<file path="src/rtl/serial_adder_pkg.sv">
// Shared definitions for the bit-serial adder/subtractor: FSM states,
// width limits and the bit-counter sizing helper.
package serial_adder_pkg;

    typedef enum logic [1:0] {
        IDLE  = 2'd0,
        SHIFT = 2'd1,
        DONE  = 2'd2
    } state_t;

    localparam int MAX_WIDTH = 32;

    // Counter only needs to reach WIDTH-1; keep at least one bit.
    function automatic int cnt_w(input int width);
        return (width <= 2) ? 1 : $clog2(width);
    endfunction

endpackage

</file>
<file path="src/rtl/serial_adder_fa.sv">
// Single-bit full adder cell: the only arithmetic in the serial adder.
module fa (
    input  logic a,
    input  logic b,
    input  logic c_in,
    output logic s,
    output logic c_out
);

    assign s     = a ^ b ^ c_in;
    assign c_out = (a & b) | (c_in & (a ^ b));

endmodule

</file>
<file path="src/rtl/serial_adder.sv">
// Bit-serial adder/subtractor: one operand bit per clock, LSB first, through
// one full-adder cell and a registered carry.
module serial_adder
    import serial_adder_pkg::*;
#(
    parameter int WIDTH = 8
) (
    input  logic             clk,
    input  logic             rst_n,
    input  logic             start,
    input  logic             sub,
    input  logic [WIDTH-1:0] a,
    input  logic [WIDTH-1:0] b,
    input  logic             c_in,
    output logic             busy,
    output logic             done,
    output logic [WIDTH-1:0] sum,
    output logic             c_out,
    output logic             ovf
);

    localparam int             CW   = cnt_w(WIDTH);
    localparam logic [CW-1:0]  LAST = CW'(WIDTH - 1);

    state_t           state, state_next;
    logic [WIDTH-1:0] op_a, op_b, res;
    logic [CW-1:0]    cnt;
    logic             carry;
    logic             fa_s, fa_co;
    logic             load, last_bit;

    assign load     = start && (state == IDLE || state == DONE);
    assign last_bit = (state == SHIFT) && (cnt == LAST);

    fa u_fa (
        .a     (op_a[0]),
        .b     (op_b[0]),
        .c_in  (carry),
        .s     (fa_s),
        .c_out (fa_co)
    );

    always_ff @(posedge clk or negedge rst_n) begin
        if (!rst_n) state <= IDLE;
        else        state <= state_next;
    end

    always_comb begin
        state_next = state;
        case (state)
            IDLE:    if (start) state_next = SHIFT;
            SHIFT:   if (cnt == LAST) state_next = DONE;
            DONE:    state_next = start ? SHIFT : IDLE;
            default: state_next = IDLE;
        endcase
    end

    always_ff @(posedge clk or negedge rst_n) begin
        if (!rst_n) begin
            op_a  <= '0;
            op_b  <= '0;
            res   <= '0;
            cnt   <= '0;
            carry <= 1'b0;
            busy  <= 1'b0;
            done  <= 1'b0;
            sum   <= '0;
            c_out <= 1'b0;
            ovf   <= 1'b0;
        end else begin
            busy <= (state_next == SHIFT);
            done <= (state_next == DONE);
            if (load) begin
                // Subtract as a + ~b + 1: invert B and force the carry-in.
                op_a  <= a;
                op_b  <= sub ? ~b : b;
                carry <= sub ? 1'b1 : c_in;
                cnt   <= '0;
            end else if (state == SHIFT) begin
                op_a  <= op_a >> 1;
                op_b  <= op_b >> 1;
                res   <= {fa_s, res[WIDTH-1:1]};
                carry <= fa_co;
                cnt   <= cnt + 1'b1;
                if (last_bit) begin
                    // Carry register still holds the carry into the MSB here.
                    sum   <= {fa_s, res[WIDTH-1:1]};
                    c_out <= fa_co;
                    ovf   <= carry ^ fa_co;
                end
            end
        end
    end

endmodule

</file>
<file path="config.mk">
export PLATFORM = sky130hd
export DESIGN_NAME = serial_adder
export DESIGN_NICKNAME = d
export VERILOG_FILES = /design/src/rtl/serial_adder_pkg.sv /design/src/rtl/serial_adder_fa.sv /design/src/rtl/serial_adder.sv
export SDC_FILE = /design/constraint.sdc
export NUM_CORES = 1
export LEC_CHECK = 0
export CAP_MARGIN = 20
export CORE_MARGIN = 1.5
export CORE_UTILIZATION = 54
export DETAILED_ROUTE_END_ITERATION = 12
export PLACE_DENSITY = 0.82
export SETUP_SLACK_MARGIN = 0.15
export SYNTH_ARGS = -nofsm -noshare
export SYNTH_HDL_FRONTEND = slang
export SYNTH_SLANG_ARGS = --single-unit
</file>
<file path="constraint.sdc">
create_clock -name clk -period 2.85 [get_ports clk]
set_clock_uncertainty 0.2 [all_clocks]
set_input_delay 0.57 -clock clk [delete_from_list [all_inputs] [get_ports clk]]
set_output_delay 0.57 -clock clk [all_outputs]
set_load 0.01 [all_outputs]
</file>
# After elaboration in Yosys (flattened, before gate mapping)
# Index checks and enable logic that the tools add are counted.
# totals
ff_bits	42
latch_bits	0
ramBits	0
rom_bits	0
inputBits	21
output_inout_bits	12
elab_cells	46
mem_count	0
# classes
add_sub_neg	1
multipliers	0
div	0
n_lt_le_gt_ge	0
n_eq_ne	5
n_shift	0
muxes	14
n_bitwise	8
n_reduce_logical	7
# op_table
op	count
$mux W8	5
$not A8 Y8	1
$mux W3	2
$pmux W2 S3	1
$eq A2 B1 Y1 const B	2
$eq A2 B2 Y1 const B	2
$mux W1	4
$mux W2	2
$add A3 B1 Y3 const B	1
$eq A3 B3 Y1 const B	1
$reduce_and A3 Y1	1
$xor A1 B1 Y1	3
$and A1 B1 Y1	2
$logic_and A1 B1 Y1	2
$logic_not A2 Y1	1
$reduce_and A2 Y1	1
$reduce_bool A2 Y1	1
$logic_or A1 B1 Y1	1
$not A1 Y1	1
$or A1 B1 Y1	1

# Logic depth before layout (Yosys ltp)
# logic_depth
ltp_word	5
ltp_mapped	6
depth_no_buf	5

# Cells and area by module
# A second synthesis with hierarchy kept.
# hier_totals
cells_unflattened	171
area_unflattened_um2	1775.5
# by_module_without_submodules
module	instances	cells_each	area_each_um2	seq_area_each_um2
serial_adder	1	170	1755.4	1026.0
fa	1	1	20.0	0.0

# Worst setup path before layout
# OpenSTA, ideal clock, no wires.
# synth_timing
path_type	flip-flop to flip-flop
start	reg cnt[0]
end	reg c_out
setup_ps	125
t_arrival_ps	1446
required_time_ps	2525
setup_slack_ps	1079
path_stages_with_launch	6
path_buffers	1
period_less_slack_ps	1771
cell_sequence	dfrtp_1 -> ha_1 -> ha_1 -> nand3b_1 -> buf_2 -> mux2_2
# synth_via
elab_chain_cells	3
# synth_rtl
item	line_no	source
from (decl)	serial_adder.sv:27	logic [CW-1:0] cnt;
from (signal assigned)	serial_adder.sv:84	cnt <= cnt + 1'b1;
$eq A3 B3 Y1	serial_adder.sv:33	assign last_bit = (state == SHIFT) && (cnt == LAST);
$logic_and A1 B1 Y1	serial_adder.sv:33	
$reduce_and A3 Y1 (no line)	n/a	
to (signal assigned)	serial_adder.sv:88	c_out <= fa_co;
to (decl)	serial_adder.sv:18	output logic c_out,
# No other way between the ends.
# A chain may end at the register's enable or synchronous reset.

# Final worst setup path
# layout_timing
start	reg ovf
end	out ovf
# layout_lines
item	line_no	source
from (decl)	serial_adder.sv:19	output logic ovf
from (signal assigned)	serial_adder.sv:89	ovf <= carry ^ fa_co;
# No word-level cell between the ends.

==> results.cfg <==
[die]
initial_core_util_pct = 57.7
rows = 20
ios = 33
core_um2 = 3080
die_h_um = 60.3
dieArea_um2 = 3640
die_w_um = 60.3

[synth]
yosysTopAreaCell = dfrtp_1
synthFlopType = dfrtp_1
synth_mux_area_share_pct = 5.71
syn_nets = 195
yosys_warnings = 0
synth-edff-count = 0
synth_cell_types = 23
synthXorXnorAreaFrac_pct = 4.44
synthCells = 171
synth_area_um2 = 1780
synth_seq_cells = 41
synth_top_family_by_area = simple AND/OR/NAND/NOR gates
synth_compound_area_share_pct = 8.95
seq_area_frac_synth_pct = 57.8
synth_top_area_share_pct = 57.8
synthSimpleGateAreaFrac_pct = 16.2
synth-adder-area-share_pct = 2.54
synth.avg_cell_area_um2 = 10.4
synthTopCellsByCount = nand2_1 (50), dfrtp_1 (41), nor2_1 (15)
ys_top_cells_by_area = dfrtp_1 (58%), nand2_1 (11%), mux2_2 (5.7%), a31oi_1 (4.6%), xor2_1 (3.9%)
synth.most_common_cell = nand2_1
async_flop_share_pct = 100

[clock_tree]
cts_root_buf = clkbuf_4
cts_tree = done
clkLatencyLatePin_ps = 330
ctsResizeCount = 0
cts_buffers = 5
cts.clk_slew.worst_paths_ps = 110
clock_path_buffers = 2
hold_buffers = 0
cts.sinks = 41
cts_max_level = 2
post_cts_buffers = 0

[sta]
rsz0062_at_grt = false
setup_tns_ps = 0
min_period_over_period_pct = 70.7
setup_viol_count_final = 0
setup_ws_ps = 834
min_period_ps = 2020
relSlewSlack_pct = 41.2
slew_violations = 0
holdWs_ps = 138
hold_viol = 0
worst_pin_slew_ps = 882
timing.fmax_mhz = 496

[power_and_ir_drop]
swShare_pct = 35.8
pwr-share-comb_pct = 42.3
vdd_drop_max_uv = 502
intPower_mw = 1.43
clkPwrFrac_pct = 12.1
leakagePower_nw = 0.996
p_seq_share_pct = 45.6
p_total_mw = 2.22
switchingPower_mw = 0.794
powerDensity_nw_per_um2 = 1030

[critical_path]
start_kind = register
critPathArrivalTime_ps = 1250
regToRegSetupSlack_ps = 850
worstPathRequired_ps = 2080
critPathTopFamily = buffers and inverters
critPathKind = reg -> out
end_kind = output pin
r2r-start = cnt[0]
cp_slowest_cell = clkdlybuf4s50_1
crit_path_cell_trace = clkdlybuf4s50_1
cp.buffers_inverters = 1
max_stage_delay_ps = 540
worstPathMaxFanout = 2
worst_r2r_path_depth = 4
r2r-end = sum[4]

[detailed_routing]
via_per_inst = 5.16
wl_um = 3080
num_vias = 1279
postRouteAntennaNets = 0
routedWlPerCell_um = 12.4
firstDrtPassIters = 4
drc_errors = 0
drtIter0Drc = 42

[hold_path]
min_path_type = in -> async

[finish]
fillers = 253
final_nets = 227
area_growth_pct = 21.4
diodes = 0
drive_above_1_share_pct = 9.80

[grt]
antenna_found_initial = 0
grt_pass1_vias = 1205
grt_max_degree = 42
grt.overflow.total = 0
grt_first_pass_wirelength_um = 5160
grt_use_total_pct = 19.4

[job]
cap_violations = 0

[placed_design]
gp_congestion = 0.810
dpl_worst_slack_ps = 728
portBuffers = 32
hpwl_um = 2230

[status]
status = complete, no violations
-- placed cells by master, fill, tap and decap left out --
cell type and count:
buf_2 1, nand3_1 1, a21oi_1 1, inv_1 2, xor2_1 8, o21ai_0 4, nand2b_1 2, mux2_2 9
dfrtp_1 41, buf_4 4, a21o_1 1, a31oi_1 13, clkdlybuf4s50_1 31, ha_1 2, nand3b_1 1, a22o_1 4
clkbuf_1 3, nor2_1 15, xnor2_1 1, nor2b_1 2, a221o_1 1, nor2_2 1, clkbuf_4 5, fa_1 1
nand2_1 50
-- per-stage QoR --
step,instances,util (%),instance area (um2)
6_report,248,70.0,2150
5_1_grt,248,70.0,2150
4_1_cts,248,70.0,2150
3_5_place_dp,240,68.4,2110
3_3_place_gp,240,68.4,2110
2_1_floorplan,171,-,1780
-- flip-flops by register name, indices dropped and copies added (netlist names) --
signal	flops
op_a	8
op_b	8
sum	8
res	7
cnt	3
state	2
busy	1
c_out	1
carry	1
done	1
ovf	1
-- cell type report --
class	instances	area [um2]	share of cell area (%)
sequential	41	1030	47.6
timing repair buffer	36	345	16.0
tap	44	55.1	2.56
multi-input combinational	117	672	31.2
inverter	2	7.51	0.348
clock buffer	8	48.8	2.26
-- layer usage --
layer / GRT usage [%] / vias to the layer above / part of all wire, %
li1: - / 626 / -
met1: 25.7 / 609 / 45
met2: 30.9 / 39 / 47
met3: 5.76 / 5 / 5.7
met5: 0 / - / 0
met4: 6.35 / 0 / 1.4
-- power by group through the flow --
stage	sequential (mW)	clock, mW	combinational, mW
floorplan	1.03	0	0.629
global placement	1.01	0	0.909
detailed placement	1.03	0	0.948
CTS	1.02	0.279	0.948
global route	1.05	0.305	1.05
finish	1.01	0.268	0.940
-- worst max-delay path by stage --
stage	endpoint	cells after the start	slack [ps]	start
6_report	ovf	1	830	ovf
2_1_floorplan	c_out	5	1080	cnt[0]
5_1_grt	sum[4]	4	710	cnt[0]
3_3_place_gp	carry	4	800	start
3_5_place_dp	carry	4	730	start
4_1_cts	ovf	1	810	ovf
-- cells by family (layout without fill, tap and decap cells) --
group,after synthesis,count (layout)
XOR/XNOR,9,9
AO/OA/AOI/OAI,24,24
flip-flops,41,41
AND/OR/NAND/NOR,72,72
multiplexers,9,9
buffers and inverters,13,46
adder cells (fa/ha/maj),3,3
Power figures use the tool's default switching activity.
